--- src/rtl/mem_bus_ctrl.sv ---
// Memory bus controller: turns MemRead/MemWrite into one bus_req/bus_ack handshake and
// returns a one-cycle MemReady pulse. Define MEM_TIMEOUT_EN to abort transfers that are never acknowledged.
module mem_bus_ctrl #(
  parameter int ADDR_W  = 16,
  parameter int DATA_W  = 16,
  parameter int TIMEOUT = 8
) (
  input  logic              CLK,
  input  logic              Reset,
  input  logic              MemRead,
  input  logic              MemWrite,
  input  logic [ADDR_W-1:0] Addr,
  input  logic [DATA_W-1:0] WrData,
  output logic [DATA_W-1:0] RdData,
  output logic              MemReady,
  output logic              MemErr,
  output logic              Busy,
  output logic              bus_req,
  output logic              bus_we,
  output logic [ADDR_W-1:0] bus_addr,
  output logic [DATA_W-1:0] bus_wdata,
  input  logic [DATA_W-1:0] bus_rdata,
  input  logic              bus_ack
);

  if (TIMEOUT < 1 || TIMEOUT > 255) begin : g_bad_timeout
    $error("mem_bus_ctrl: TIMEOUT must lie in 1..255");
  end

  typedef enum logic [1:0] {
    IDLE  = 2'd0,
    BUSY  = 2'd1,
    DONE  = 2'd2,
    ABORT = 2'd3
  } state_t;

  state_t              state_q, state_d;
  logic                bus_req_q, bus_req_d;
  logic                bus_we_q, bus_we_d;
  logic [ADDR_W-1:0]   bus_addr_q, bus_addr_d;
  logic [DATA_W-1:0]   bus_wdata_q, bus_wdata_d;
  logic [DATA_W-1:0]   rd_data_q, rd_data_d;
  logic                mem_ready_q, mem_ready_d;

`ifdef MEM_TIMEOUT_EN
  localparam logic [7:0] TIMEOUT_C = 8'(TIMEOUT);
  logic [7:0]          wait_cnt_q, wait_cnt_d;
  logic                mem_err_q, mem_err_d;
`endif

  always_comb begin
    state_d     = state_q;
    bus_req_d   = bus_req_q;
    bus_we_d    = bus_we_q;
    bus_addr_d  = bus_addr_q;
    bus_wdata_d = bus_wdata_q;
    rd_data_d   = rd_data_q;
    mem_ready_d = 1'b0;
`ifdef MEM_TIMEOUT_EN
    wait_cnt_d  = wait_cnt_q;
    mem_err_d   = 1'b0;
`endif

    unique case (state_q)
      IDLE: begin
        // A simultaneous read+write request is a write because bus_we takes MemWrite.
        if (MemRead || MemWrite) begin
          state_d     = BUSY;
          bus_req_d   = 1'b1;
          bus_we_d    = MemWrite;
          bus_addr_d  = Addr;
          bus_wdata_d = WrData;
`ifdef MEM_TIMEOUT_EN
          wait_cnt_d  = 8'd0;
`endif
        end
      end

      BUSY: begin
        // bus_ack is checked first so it beats a timeout that expires in the same cycle.
        if (bus_ack) begin
          state_d     = DONE;
          bus_req_d   = 1'b0;
          mem_ready_d = 1'b1;
          if (!bus_we_q) begin
            rd_data_d = bus_rdata;
          end
        end
`ifdef MEM_TIMEOUT_EN
        else if (wait_cnt_q + 8'd1 == TIMEOUT_C) begin
          state_d     = ABORT;
          bus_req_d   = 1'b0;
          mem_ready_d = 1'b1;
          mem_err_d   = 1'b1;
          wait_cnt_d  = wait_cnt_q + 8'd1;
        end else begin
          wait_cnt_d  = wait_cnt_q + 8'd1;
        end
`endif
      end

      // Requests seen here are dropped; the requester must hold them into IDLE.
      DONE:    state_d = IDLE;
      ABORT:   state_d = IDLE;
      default: state_d = IDLE;
    endcase
  end

  always_ff @(posedge CLK or posedge Reset) begin
    if (Reset) begin
      state_q     <= IDLE;
      bus_req_q   <= 1'b0;
      bus_we_q    <= 1'b0;
      bus_addr_q  <= '0;
      bus_wdata_q <= '0;
      rd_data_q   <= '0;
      mem_ready_q <= 1'b0;
`ifdef MEM_TIMEOUT_EN
      wait_cnt_q  <= 8'd0;
      mem_err_q   <= 1'b0;
`endif
    end else begin
      state_q     <= state_d;
      bus_req_q   <= bus_req_d;
      bus_we_q    <= bus_we_d;
      bus_addr_q  <= bus_addr_d;
      bus_wdata_q <= bus_wdata_d;
      rd_data_q   <= rd_data_d;
      mem_ready_q <= mem_ready_d;
`ifdef MEM_TIMEOUT_EN
      wait_cnt_q  <= wait_cnt_d;
      mem_err_q   <= mem_err_d;
`endif
    end
  end

  assign Busy      = (state_q != IDLE);
  assign bus_req   = bus_req_q;
  assign bus_we    = bus_we_q;
  assign bus_addr  = bus_addr_q;
  assign bus_wdata = bus_wdata_q;
  assign RdData    = rd_data_q;
  assign MemReady  = mem_ready_q;

`ifdef MEM_TIMEOUT_EN
  assign MemErr = mem_err_q;
`else
  assign MemErr = 1'b0;
`endif

endmodule

--- config.mk ---
export PLATFORM = sky130hd
export DESIGN_NAME = mem_bus_ctrl
export DESIGN_NICKNAME = d
export VERILOG_FILES = /design/src/rtl/mem_bus_ctrl.sv
export SDC_FILE = /design/constraint.sdc
export NUM_CORES = 1
export LEC_CHECK = 0
export CORE_UTILIZATION = 42
export CTS_CLUSTER_DIAMETER = 40
export DETAILED_ROUTE_END_ITERATION = 7
export PLACE_DENSITY = 0.81
export SKIP_CTS_REPAIR_TIMING = 1
export SYNTH_ARGS = -nofsm -noshare
export SYNTH_HDL_FRONTEND = slang
export SYNTH_SLANG_ARGS = --single-unit
--- constraint.sdc ---
create_clock -name CLK -period 2.9 [get_ports CLK]
set_input_delay 0.58 -clock CLK [delete_from_list [all_inputs] [get_ports CLK]]
set_output_delay 0.58 -clock CLK [all_outputs]
set_load 0.05 [all_outputs]
Word-level counts from Yosys, hierarchy flattened --
Cells that the tools add are included.
Operators by class: eq/ne operators 5, muxes and demuxes 8, bitwise logic cells 1, reduce and logical (&&, ||, !) cells 9
Operators with widths (number):
- 2-bit case mux with 3 select lines | 1
- 3-bit AND reduction | 2
- 2-bit == test (second input constant) | 2
- 1-bit 2-to-1 mux | 4
- 2-bit 2-to-1 mux | 2
- 2-bit != test (second input constant) | 2
- 2-bit AND reduction | 2
- 2-bit nonzero test | 2
- 2-bit by 1-bit == test with 1-bit output (second input constant) | 1
- 2-bit logical NOT | 1
- 1-bit case mux with 2 select lines | 1
- 2-bit OR reduction | 1
- 1-bit logical OR | 1
- 1-bit NOT | 1
Word-level totals: register bits after elaboration 53, bits of input ports 53

Logic depth before layout (Yosys ltp) --
word-level depth 3, gate-level depth with buffers 5

Least setup slack after synthesis --
OpenSTA, ideal clock, no wires.
path type input -> register, start point in bus_ack, end point reg rd_data_q[0], in the netlist RdData[0], library setup time 125 ps, arrival 1435 ps, setup slack 1340 ps, stages on the path 5, buffers on the path 2, cells stage by stage and3b_1 nor2b_4 buf_6 buf_12 mux2_4
On the way: cells in the longest elaborated chain, start to end 1
Ends and longest elaborated chain:
- start, declared | line 23 | input logic bus_ack
- 3-bit AND reduction (no source line)
- end signal, assigned | line 128 | rd_data_q <= rd_data_d;
- end, declared | line 42 | logic [DATA_W-1:0] rd_data_q, rd_data_d;
No other way between the ends. A chain may end at the register's enable or synchronous reset.

Final worst setup path --
start point reg state_q[0], end point out Busy
On the way: cells in the longest elaborated chain, start to end 1
Ends and longest elaborated chain:
- start, declared | line 37 | state_t state_q, state_d;
- start signal, assigned | line 123 | state_q <= state_d;
- 2-bit nonzero test | line 137 | assign Busy = (state_q != IDLE);
- end, declared | line 17 | output logic Busy,
No other way between the ends.

==> out/results.txt <==
Number of global-route vias before repair: 1362
Tot GR Track Use: 17.8%
Area of the core region: 0.00475 mm^2
Reg-to-reg slack, setup: 1.23 ns
Post-synthesis simple-gate area fraction: 2.71%
Final hold violation count: 0
H-Tree Level Count: 2
Area taken by multi-input logic gates: 671 um^2
Post-synth cell types: 19
Largest delay contributor family on the critical path: buffers and inverters
CTS clock-pin slew for the worst setup and hold paths: 0.09 ns
Critical-path cell with the highest stage delay: clkdlybuf4s50_1
Multiplexer area fraction after synthesis: 27.8%
Post-layout minimum cycle time: 2.31 ns
Site Rows: 25
FF+latch count, synth: 53
Detailed placer's ending HPWL: 3.23 mm
Post-Synthesis Net Count: 176
Total power draw: 4320 uW
Clock power share: 9.1%
TritonCTS clock tree: yes
Largest stage delay on the critical path: 0.70 ns
Origin of the worst min-delay path: state_q[1]
Effective utilization at floorplan: 43.7%
Total gr overflow: 0
Run status: completed
End of the worst hold path: state_q[0]
Type of the worst setup path: flop to primary output
Die outline width: 72.3 um
Wire length of the first global-routing pass: 6.94 mm
Area added between synthesis and finish: 56.1%
Final standard cell utilization of the core: 68.2%
Number of buffer and inverter instances along the worst setup path: 2
Port Buffers: 104
Number of clock sinks: 53
RSZ-0062 raised after global routing: false
Number of inserted diodes: 0
Master cell of the clock root buffer: clkbuf_8
Placer Congestion: 0.752
First-pass iteration count of the detailed router: 4
Share of cells above drive strength 1: 26.3%
Hold/Removal Path Class: flop to flop
Crit path cell chain: nor2_1 -> inv_1 -> clkdlybuf4s50_1
Portion of total power attributed to sequential cells: 29.8%
Detail-routed net length per standard cell: 14.5 um
Insertion delay of the later-clocked pin in the worst-skew pair: 0.30 ns
Crit path max fanout: 6
Reg2reg end: RdData[10]
ANT nets after route: 0
Placed cells: 291
Post-Route Skew: 0.00543 ns
# IOs: 106
Detailed-route vias per instance: 4.61
Violation count after the first detailed-route iteration: 106
Net count reported at finish: 284
Timing-limited maximum frequency: 432 MHz
Internal portion of total power: 2280 uW
Fraction of power spent switching nets: 47.3%
Leakage power of the design: 0.00136 uW
Routed Wire Length: 4.35 mm
Maximum number of pins on one net before global-route repair: 26
# DRC: 0
Most common cell after layout, fill and taps aside: clkdlybuf4s50_1
Post-synthesis share of cell area spent on full adders, half adders and majority gates: 0%
Setup violations, final: 0
Signal arrival time at the worst endpoint: 1.73 ns
Number of vias in the routed layout: 1379
Vertical die dimension: 72.3 um
Final max-slew violation count: 0
Post-synthesis cell area: 0.00208 mm^2
Hold-critical path depth: 1
Number of antenna violations at the first check in global routing: 0
Number of fillers in the final layout: 343
Max-Cap Viols: 0
Areal power density over the cells: 1330 mW/mm^2
Area occupied by registers: 0.00133 mm^2
Buffers from clock root to sink, at most: 2
CTS buffer count: 5
Synth warnings: 0
Crit. End Element: primary output
Sequential element share of the synthesized area: 63.9%
Startpoint of the worst-slack reg-to-reg timing path: state_q[1]
Top library cells by usage in the layout, fill and taps aside: clkdlybuf4s50_1 (104), dfrtp_1 (53), mux2_2 (38)
Required time at the worst-slack endpoint: 2.32 ns
Synthesized instance count: 123
Comb power frac: 61.1%
Final-layout worst hold slack: 0.497 ns
Net Switching: 2040 uW
Post-synthesis share of cell area spent on xor and xnor gates: 0%
Dominant combinational cell family by area after synthesis: multiplexers
Number of non-filler instances in the completed layout: 299
Synth Area in Compound Gates: 1.57%
Startpoint class of the critical path: flop
Die area: 0.00523 mm^2
Slew margin rel.: 61.6%
Worst IR drop on VDD: 0.671 mV
Sum Neg Setup Slack: 0 ns
Fin crit share: 79.8%
Worst r2r path cells: 3
Mean instance size in the synthesized netlist: 16.9 um^2
Least-Margin Pin Slew: 0.575 ns
==> metrics by stage <==
| step | area, um^2 | setup slack (ns) |
|---|---|---|
| detailed placement | 3160 | 0.570 |
| CTS | 3240 | 0.562 |
| floorplan | 2080 | 1.03 |
| global route | 3240 | 0.444 |
| global placement | 3160 | 0.598 |
| finish | 3240 | 0.586 |
==> metal layers <==
metal,GRT usage [%],wire [um]
met5,0,0
met4,5.88,57
met3,4.31,245
met2,29.6,2220
met1,22.9,1830
==> sequential cells by signal, indices dropped and copies added (netlist names) <==
name       count
state_q        2
bus_we         1
MemReady       1
bus_req        1
RdData        16
bus_addr      16
bus_wdata     16
==> worst max path at each step <==
stage | start | endpoint | depth (start not counted)
detailed placement | bus_ack | RdData[10] | 4
finish | state_q[0] | Busy | 3
global placement | bus_ack | RdData[14] | 4
global route | state_q[0] | Busy | 3
CTS | state_q[0] | Busy | 3
floorplan | Reset | MemReady | 1
==> cells by family (layout without fill, tap and decap cells) <==
group | after synthesis | after routing
AOI/OAI and AO/OA | 4 | 4
and+or+nand+nor | 8 | 8
other | 1 | 1
buffers and inverters | 9 | 118
muxes | 48 | 48
DFF | 53 | 53
==> Yosys cell counts <==
cell type  number  area (um^2)
buf_6           2         22.5
nor2b_4         1         13.8
a211o_1         1         8.76
nand2_1         1         3.75
a211oi_1        1         7.51
nor2b_1         1         6.26
buf_4           4         30.0
nand2b_1        1         6.26
inv_1           2         7.51
dfrtp_1        53         1330
nor3_1          1         5.00
and3b_1         2         17.5
a22o_1          1         8.76
buf_12          1         20.0
o21a_1          1         7.51
nor2_1          1         3.75
mux2_2         38          428
conb_1          1         3.75
mux2_4         10          150
==> final cells by class <==
class                      count  area share (%)
sequential                    53            40.9
timing repair buffer         108            33.0
multi-input combinational     61            20.7
tap                           67            2.59
clock buffer                   6            2.24
clock inverter                 2           0.309
inverter                       2           0.232
==> power groups by stage <==
| stage | clock network, uW | registers [uW] | logic, uW |
|---|---|---|---|
| global placement | 0 | 1290 | 2640 |
| floorplan | 0 | 2540 | 548 |
| finish | 392 | 1290 | 2640 |
| CTS | 409 | 1290 | 2660 |
| global route | 446 | 1340 | 2740 |
| detailed placement | 0 | 1300 | 2650 |
Power figures use the tool's default switching activity.
